## src/rtl/mem_bus_arbiter_if.sv

```systemverilog
// Bundle of the IFU, LSU and memory-side handshake channels around mem_bus_arbiter.
// slave: arbiter view; master: requesters plus memory model view.
interface mem_bus_arbiter_if #(
    parameter int unsigned ADDR_WIDTH = 32,
    parameter int unsigned DATA_WIDTH = 32,
    parameter int unsigned MASK_WIDTH = 8
);
    logic                  ifu_req_valid;
    logic                  ifu_req_ready;
    logic [ADDR_WIDTH-1:0] ifu_addr;
    logic                  ifu_rsp_valid;
    logic                  ifu_rsp_ready;
    logic [DATA_WIDTH-1:0] ifu_rdata;

    logic                  lsu_req_valid;
    logic                  lsu_req_ready;
    logic [ADDR_WIDTH-1:0] lsu_addr;
    logic                  lsu_wen;
    logic [DATA_WIDTH-1:0] lsu_wdata;
    logic [MASK_WIDTH-1:0] lsu_wmask;
    logic                  lsu_rsp_valid;
    logic                  lsu_rsp_ready;
    logic [DATA_WIDTH-1:0] lsu_rdata;

    logic                  mem_req_valid;
    logic                  mem_req_ready;
    logic [ADDR_WIDTH-1:0] mem_addr;
    logic                  mem_wen;
    logic [DATA_WIDTH-1:0] mem_wdata;
    logic [MASK_WIDTH-1:0] mem_wmask;
    logic                  mem_rsp_valid;
    logic                  mem_rsp_ready;
    logic [DATA_WIDTH-1:0] mem_rdata;

    modport slave (
        input  ifu_req_valid, ifu_addr, ifu_rsp_ready,
        output ifu_req_ready, ifu_rsp_valid, ifu_rdata,
        input  lsu_req_valid, lsu_addr, lsu_wen, lsu_wdata, lsu_wmask, lsu_rsp_ready,
        output lsu_req_ready, lsu_rsp_valid, lsu_rdata,
        output mem_req_valid, mem_addr, mem_wen, mem_wdata, mem_wmask, mem_rsp_ready,
        input  mem_req_ready, mem_rsp_valid, mem_rdata
    );

    modport master (
        output ifu_req_valid, ifu_addr, ifu_rsp_ready,
        input  ifu_req_ready, ifu_rsp_valid, ifu_rdata,
        output lsu_req_valid, lsu_addr, lsu_wen, lsu_wdata, lsu_wmask, lsu_rsp_ready,
        input  lsu_req_ready, lsu_rsp_valid, lsu_rdata,
        input  mem_req_valid, mem_addr, mem_wen, mem_wdata, mem_wmask, mem_rsp_ready,
        output mem_req_ready, mem_rsp_valid, mem_rdata
    );
endinterface

```

## src/rtl/mem_bus_arbiter.sv

```systemverilog
// Two-requester (IFU/LSU) arbiter for a single memory port, one transaction in flight.
// Define ARB_ROUND_ROBIN_EN to alternate ties; default is fixed LSU priority.
module mem_bus_arbiter #(
    parameter int unsigned ADDR_WIDTH = 32,
    parameter int unsigned DATA_WIDTH = 32,
    parameter int unsigned MASK_WIDTH = 8
) (
    input  logic                  clk,
    input  logic                  rst,
    mem_bus_arbiter_if.slave      bus,
    output logic                  busy,
    output logic                  owner
);

    typedef enum logic [1:0] {
        S_IDLE  = 2'd0,
        S_GRANT = 2'd1,
        S_WAIT  = 2'd2,
        S_RESP  = 2'd3
    } state_t;

    typedef struct packed {
        logic [ADDR_WIDTH-1:0] addr;
        logic                  wen;
        logic [DATA_WIDTH-1:0] wdata;
        logic [MASK_WIDTH-1:0] wmask;
    } req_t;

    state_t                r_state;
    state_t                w_state_nxt;
    logic                  r_owner;
    logic                  w_owner_nxt;
    req_t                  r_req;
    req_t                  w_req_nxt;
    logic [DATA_WIDTH-1:0] r_rdata;
    logic [DATA_WIDTH-1:0] w_rdata_nxt;
    logic                  w_pick_lsu;
    logic                  w_ifu_req_ready;
    logic                  w_lsu_req_ready;
    logic                  w_owner_rsp_ready;

    // Tie-break between simultaneous requests; r_owner doubles as the last grant.
`ifdef ARB_ROUND_ROBIN_EN
    assign w_pick_lsu = bus.lsu_req_valid && (!bus.ifu_req_valid || !r_owner);
`else
    assign w_pick_lsu = bus.lsu_req_valid;
`endif

    assign w_owner_rsp_ready = r_owner ? bus.lsu_rsp_ready : bus.ifu_rsp_ready;

    always_ff @(posedge clk) begin
        if (rst) begin
            r_state <= S_IDLE;
            r_owner <= 1'b0;
            r_req   <= '0;
            r_rdata <= '0;
        end else begin
            r_state <= w_state_nxt;
            r_owner <= w_owner_nxt;
            r_req   <= w_req_nxt;
            r_rdata <= w_rdata_nxt;
        end
    end

    always_comb begin
        w_state_nxt     = r_state;
        w_owner_nxt     = r_owner;
        w_req_nxt       = r_req;
        w_rdata_nxt     = r_rdata;
        w_ifu_req_ready = 1'b0;
        w_lsu_req_ready = 1'b0;
        case (r_state)
            S_IDLE: begin
                // No grant while reset is asserted so nothing is accepted then lost.
                if (!rst && (bus.ifu_req_valid || bus.lsu_req_valid)) begin
                    w_state_nxt = S_GRANT;
                    if (w_pick_lsu) begin
                        w_lsu_req_ready = 1'b1;
                        w_owner_nxt     = 1'b1;
                        w_req_nxt       = '{addr:  bus.lsu_addr,
                                            wen:   bus.lsu_wen,
                                            wdata: bus.lsu_wdata,
                                            wmask: bus.lsu_wmask};
                    end else begin
                        w_ifu_req_ready = 1'b1;
                        w_owner_nxt     = 1'b0;
                        w_req_nxt       = '{addr:  bus.ifu_addr,
                                            wen:   1'b0,
                                            wdata: '0,
                                            wmask: '0};
                    end
                end
            end
            S_GRANT: begin
                if (bus.mem_req_ready) begin
                    w_state_nxt = S_WAIT;
                end
            end
            S_WAIT: begin
                if (bus.mem_rsp_valid) begin
                    w_rdata_nxt = bus.mem_rdata;
                    w_state_nxt = S_RESP;
                end
            end
            S_RESP: begin
                if (w_owner_rsp_ready) begin
                    w_state_nxt = S_IDLE;
                end
            end
            default: w_state_nxt = S_IDLE;
        endcase
    end

    assign bus.ifu_req_ready = w_ifu_req_ready;
    assign bus.lsu_req_ready = w_lsu_req_ready;

    assign bus.mem_req_valid = (r_state == S_GRANT);
    assign bus.mem_addr      = r_req.addr;
    assign bus.mem_wen       = r_req.wen;
    assign bus.mem_wdata     = r_req.wdata;
    assign bus.mem_wmask     = r_req.wmask;
    assign bus.mem_rsp_ready = (r_state == S_WAIT);

    assign bus.ifu_rsp_valid = (r_state == S_RESP) && !r_owner;
    assign bus.lsu_rsp_valid = (r_state == S_RESP) &&  r_owner;
    assign bus.ifu_rdata     = r_rdata;
    assign bus.lsu_rdata     = r_rdata;

    assign busy  = (r_state != S_IDLE);
    assign owner = r_owner;

endmodule

```

## src/flat_wrapper.sv

```systemverilog
// flat-port wrapper written by rule: the top's interface ports become plain ports
module mem_bus_arbiter_flat 
#(
    parameter int unsigned ADDR_WIDTH = 32,
    parameter int unsigned DATA_WIDTH = 32,
    parameter int unsigned MASK_WIDTH = 8
)
  (clk, rst, busy, owner, bus_ifu_req_valid, bus_ifu_addr, bus_ifu_rsp_ready, bus_ifu_req_ready, bus_ifu_rsp_valid, bus_ifu_rdata, bus_lsu_req_valid, bus_lsu_addr, bus_lsu_wen, bus_lsu_wdata, bus_lsu_wmask, bus_lsu_rsp_ready, bus_lsu_req_ready, bus_lsu_rsp_valid, bus_lsu_rdata, bus_mem_req_valid, bus_mem_addr, bus_mem_wen, bus_mem_wdata, bus_mem_wmask, bus_mem_rsp_ready, bus_mem_req_ready, bus_mem_rsp_valid, bus_mem_rdata);
  mem_bus_arbiter_if #(.ADDR_WIDTH(ADDR_WIDTH), .DATA_WIDTH(DATA_WIDTH), .MASK_WIDTH(MASK_WIDTH)) bus_i ();
  input  logic clk;
  input  logic rst;
  output logic busy;
  output logic owner;
  input wire logic [$bits(bus_i.ifu_req_valid)-1:0] bus_ifu_req_valid;
  input wire logic [$bits(bus_i.ifu_addr)-1:0] bus_ifu_addr;
  input wire logic [$bits(bus_i.ifu_rsp_ready)-1:0] bus_ifu_rsp_ready;
  output wire logic [$bits(bus_i.ifu_req_ready)-1:0] bus_ifu_req_ready;
  output wire logic [$bits(bus_i.ifu_rsp_valid)-1:0] bus_ifu_rsp_valid;
  output wire logic [$bits(bus_i.ifu_rdata)-1:0] bus_ifu_rdata;
  input wire logic [$bits(bus_i.lsu_req_valid)-1:0] bus_lsu_req_valid;
  input wire logic [$bits(bus_i.lsu_addr)-1:0] bus_lsu_addr;
  input wire logic [$bits(bus_i.lsu_wen)-1:0] bus_lsu_wen;
  input wire logic [$bits(bus_i.lsu_wdata)-1:0] bus_lsu_wdata;
  input wire logic [$bits(bus_i.lsu_wmask)-1:0] bus_lsu_wmask;
  input wire logic [$bits(bus_i.lsu_rsp_ready)-1:0] bus_lsu_rsp_ready;
  output wire logic [$bits(bus_i.lsu_req_ready)-1:0] bus_lsu_req_ready;
  output wire logic [$bits(bus_i.lsu_rsp_valid)-1:0] bus_lsu_rsp_valid;
  output wire logic [$bits(bus_i.lsu_rdata)-1:0] bus_lsu_rdata;
  output wire logic [$bits(bus_i.mem_req_valid)-1:0] bus_mem_req_valid;
  output wire logic [$bits(bus_i.mem_addr)-1:0] bus_mem_addr;
  output wire logic [$bits(bus_i.mem_wen)-1:0] bus_mem_wen;
  output wire logic [$bits(bus_i.mem_wdata)-1:0] bus_mem_wdata;
  output wire logic [$bits(bus_i.mem_wmask)-1:0] bus_mem_wmask;
  output wire logic [$bits(bus_i.mem_rsp_ready)-1:0] bus_mem_rsp_ready;
  input wire logic [$bits(bus_i.mem_req_ready)-1:0] bus_mem_req_ready;
  input wire logic [$bits(bus_i.mem_rsp_valid)-1:0] bus_mem_rsp_valid;
  input wire logic [$bits(bus_i.mem_rdata)-1:0] bus_mem_rdata;
  assign bus_i.ifu_req_valid = bus_ifu_req_valid;
  assign bus_i.ifu_addr = bus_ifu_addr;
  assign bus_i.ifu_rsp_ready = bus_ifu_rsp_ready;
  assign bus_ifu_req_ready = bus_i.ifu_req_ready;
  assign bus_ifu_rsp_valid = bus_i.ifu_rsp_valid;
  assign bus_ifu_rdata = bus_i.ifu_rdata;
  assign bus_i.lsu_req_valid = bus_lsu_req_valid;
  assign bus_i.lsu_addr = bus_lsu_addr;
  assign bus_i.lsu_wen = bus_lsu_wen;
  assign bus_i.lsu_wdata = bus_lsu_wdata;
  assign bus_i.lsu_wmask = bus_lsu_wmask;
  assign bus_i.lsu_rsp_ready = bus_lsu_rsp_ready;
  assign bus_lsu_req_ready = bus_i.lsu_req_ready;
  assign bus_lsu_rsp_valid = bus_i.lsu_rsp_valid;
  assign bus_lsu_rdata = bus_i.lsu_rdata;
  assign bus_mem_req_valid = bus_i.mem_req_valid;
  assign bus_mem_addr = bus_i.mem_addr;
  assign bus_mem_wen = bus_i.mem_wen;
  assign bus_mem_wdata = bus_i.mem_wdata;
  assign bus_mem_wmask = bus_i.mem_wmask;
  assign bus_mem_rsp_ready = bus_i.mem_rsp_ready;
  assign bus_i.mem_req_ready = bus_mem_req_ready;
  assign bus_i.mem_rsp_valid = bus_mem_rsp_valid;
  assign bus_i.mem_rdata = bus_mem_rdata;
  mem_bus_arbiter #(.ADDR_WIDTH(ADDR_WIDTH), .DATA_WIDTH(DATA_WIDTH), .MASK_WIDTH(MASK_WIDTH)) u_core (.clk(clk), .rst(rst), .bus(bus_i), .busy(busy), .owner(owner));
endmodule
```

## config.mk

```make
export PLATFORM = sky130hd
export DESIGN_NAME = mem_bus_arbiter_flat
export DESIGN_NICKNAME = d
export VERILOG_FILES = /design/src/rtl/mem_bus_arbiter_if.sv /design/src/rtl/mem_bus_arbiter.sv /design/src/flat_wrapper.sv
export SDC_FILE = /design/constraint.sdc
export NUM_CORES = 1
export LEC_CHECK = 0
export ABC_AREA = 1
export BUFFER_PORTS_ARGS = -buffer_cell sky130_fd_sc_hd__buf_2
export CAP_MARGIN = 10
export CORE_AREA = 4 4 111 113
export DETAILED_ROUTE_END_ITERATION = 8
export DIE_AREA = 0 0 115 117
export GPL_TIMING_DRIVEN = 0
export MAX_ROUTING_LAYER = met4
export PLACE_DENSITY = 0.76
export REMOVE_ABC_BUFFERS = 1
export SETUP_SLACK_MARGIN = 0.3
export SLEW_MARGIN = 10
export SYNTH_ARGS = -nofsm -noshare
export SYNTH_HDL_FRONTEND = slang
export SYNTH_SLANG_ARGS = --single-unit
export TNS_END_PERCENT = 10
```

## constraint.sdc

```tcl
create_clock -name clk -period 2.25 [get_ports clk]
set_input_delay 0.45 -clock clk [delete_from_list [all_inputs] [get_ports clk]]
set_output_delay 0.45 -clock clk [all_outputs]
set_load 0.02 [all_outputs]
```

==> results by group <==
Pwr
  – Sw Pwr: 2.60 mW
  – Int Power: 3.92 mW
  – Leakage: 3.24 nW
  – Clock share of power: 25.2%
  – Sequential Power Share: 37.4%
  – Gate power share: 37.5%
  – Worst IR Drop VDD: 510 uV
  – PwrDens: 1060 mW/mm^2
  – Sw frac: 39.8%

Global routing
  – Largest net degree at the start of global routing: 78
  – Overflow after GRT: 0
  – Vias in the first global route: 4248
  – Global-route usage over all layers: 21.1%
  – First-pass GRT wire length: 21600 um
  – Initial antenna violation count: 0

STA
  – Final Slew Violations: 0
  – Worst-Margin Slew: 1140 ps
  – Fin Hold WS: 351 ps
  – Hold Vio Cnt, Final: 0
  – Clock skew: 7.49 ps
  – Slew margin rel.: 23.7%
  – F_max: 486 MHz
  – Unrepaired setup endpoints after global routing: yes
  – Tmin final: 2060 ps
  – Setup violation total in the final timing report: 0
  – Tcrit/Tclk final: 91.4%
  – Final WS setup: 193 ps

Worst setup path
  – Critical path type: in2out
  – CP Capture Type: output port
  – Critical Path RT: 1800 ps
  – Crit path launch type: input port
  – Top delay family on crit path: buffers and inverters
  – Slowest stage cell, crit path: buf_8
  – Worst Path Arrival: 1610 ps
  – Crit path cell chain: buf_8 > inv_16 > o21ai_2 > nor2_4 > inv_12 > nor2_1 > buf_2
  – Buffers plus inverters on the worst setup path: 4
  – Crit Path Max Fanout: 77
  – CP max stage delay: 410 ps

Placed design
  – Placed Instance Area: 0.00571 sq mm
  – Placed cells: 999
  – Routability congestion estimate: 0.773
  – I/O Buffers: 289
  – Post-DP HPWL: 9770 um
  – Placement Setup Slack: -1520 ps

Route
  – Post-DRT Antenna Nets: 0
  – Residual DRC count: 0
  – Vias: 4793
  – 1st-iter DRT viols: 322
  – Via density: 4.68
  – DRT Pass-1 Iters: 4
  – Routed WL: 14700 um
  – WL/cell: 14.3 um

Clock network
  – Clk buf depth: 2
  – CTS tree: built
  – Clock Sinks: 108
  – Worst-Skew Late Latency: 340 ps
  – Clock-pin slew on the worst setup and hold paths: 80 ps
  – Hold-fix buffers at CTS: 0
  – CTS buffer count: 9
  – Clk root buf: clkbuf_16
  – Max H-tree Level: 3

Yosys
  – Area leader, netlist: dfxtp_1
  – Largest family of logic cells by synthesized area: simple AND/OR/NAND/NOR gates
  – Synth warn: 0
  – Post-Synth Adder-Cell Area: 1.38%
  – Synth Instances: 638
  – XOR/XNOR share of the synthesized area: 0%
  – Post-synthesis compound-gate area fraction: 11.9%
  – Area share of the largest cell type after synthesis: 47.8%
  – Synth Register Bits: 108
  – Synth Area in Simple Gates: 27.8%
  – Count of different cell masters after synthesis: 16
  – Top cells by area, synth: dfxtp_1 (48%), nand2_1 (21%), a21oi_1 (8.2%)
  – Syn_area_per_cell: 7.10 sq um
  – Cell area after synthesis: 0.00453 sq mm
  – Seq/Total Area, Yosys: 47.8%
  – Post-synthesis mux area share: 0%

Outcome
  – Status: complete, no violations

Die
  – Die area: 0.0135 sq mm
  – Core Footprint: 0.0113 sq mm
  – FP Rows: 39
  – Initial core utilization: 40.0%
  – Die Y: 117 um
  – Io pins: 290
  – DIE WIDTH: 115 um

Cells and area
  – Post-Layout Cell Count: 1024
  – Area grow syn2layout: 36.1%
  – Diode count: 0
  – Layout cells sized above 1: 36.9%
  – Fin util: 54.4%
  – Nets: 1026
  – Design area: 0.00616 sq mm

Min path
  – Worst Hold Class: in2reg

Job
  – Max_cap viols: 0
## metrics by stage
step / setup TNS, ps / power (mW)
after floorplan: -8060 / 3.87
after CTS: 0 / 6.58
after global placement: -170530 / 4.73
final: 0 / 6.52
after detailed placement: -91310 / 4.76
after global routing: 0 / 6.93
## state kept, by name, indices dropped and copies added (netlist names)
name,flops
u_core.bus.mem_addr,32
u_core.bus.ifu_rdata,32
u_core.bus.mem_wmask,8
u_core.owner,1
u_core.bus.mem_wdata,32
u_core.bus.mem_wen,1
u_core.r_state,2
## layer usage
metal	up-vias	GRT usage [%]	routed length, um
li1	2433	-	-
met1	2148	25.1	5900
met2	206	37.0	7450
met3	6	4.22	1220
met4	0	4.93	104
met5	-	-	0
## worst register-to-register path: stages, from the launching register on
cell	delay [ps]
dfxtp_1	340
inv_2	110
ha_4	160
nand2_1	80
inv_1	850
nand2_1	170
a21oi_1	180
## layout by cell type (no fill, tap or decap)
cell type | Yosys | layout
a21oi_1 | 74 | 74
buf_2 | 10 | 287
buf_4 | 34 | 4
buf_6 | 6 | 1
buf_8 | 0 | 1
bufinv_16 | 0 | 1
clkbuf_16 | 0 | 9
clkinv_4 | 0 | 2
clkinv_8 | 0 | 1
clkinvlp_4 | 0 | 2
dfxtp_1 | 108 | 108
ha_1 | 5 | 4
ha_4 | 0 | 1
inv_1 | 12 | 8
inv_12 | 0 | 1
inv_16 | 0 | 1
inv_2 | 2 | 3
inv_6 | 0 | 6
nand2_1 | 257 | 256
nand2_4 | 0 | 1
nand3_1 | 3 | 3
nor2_1 | 71 | 71
nor2_2 | 1 | 1
nor2_4 | 0 | 1
o21ai_0 | 32 | 32
o21ai_2 | 1 | 1
or2_2 | 1 | 1
## worst paths after layout
path,depth (start not counted),slack [ps],from,to
max reg2reg,6,310,u_core.r_state[0],u_core.bus.mem_wdata[29]
max,7,190,rst,bus_ifu_req_ready
min reg2reg,2,460,u_core.bus.mem_addr[1],u_core.bus.mem_addr[1]
min,3,350,bus_lsu_wdata[7],u_core.bus.mem_wdata[7]
## kinds of logic (layout without fill, tap and decap cells)
family,count (synthesis),after routing
fa+ha+maj,5,5
buf+inv,85,327
simple gates,333,334
compound gates,107,107
flops,108,108
## synthesized netlist by cell type
cell	instances
inv_2	2
buf_4	34
a21oi_1	74
nor2_1	71
nand2_1	257
nand3_1	3
buf_2	10
inv_1	12
or2_2	1
dfxtp_1	108
o21ai_2	1
nor2_2	1
buf_6	6
o21ai_0	32
ha_1	5
clkbuf_1	21
## final cells by class
| class | instances | area [sq um] |
|---|---|---|
| clock buffer | 9 | 225 |
| sequential | 108 | 2160 |
| timing repair buffer | 293 | 1490 |
| clock inverter | 7 | 90.1 |
| tap | 143 | 179 |
| multi-input combinational | 446 | 1890 |
| fill | 1106 | 5160 |
| timing repair inverter | 4 | 33.8 |
| inverter | 14 | 85.1 |
## power by group through the flow
stage               Clock, mW  Combinational [mW]  Sequential (mW)
floorplan                   0               0.900             2.97
global placement            0                2.27             2.46
detailed placement          0                2.29             2.47
CTS                      1.68                2.47             2.43
global route             1.76                2.69             2.48
finish                   1.64                2.44             2.43
## what timing repair did
action,4_1_cts,5_1_grt
pin swaps,1,0
setup buffers,4,0
setup endpoints to repair,108,72
gates cloned,5,0
gates resized for setup,21,1
Power figures use the tool's default switching activity.
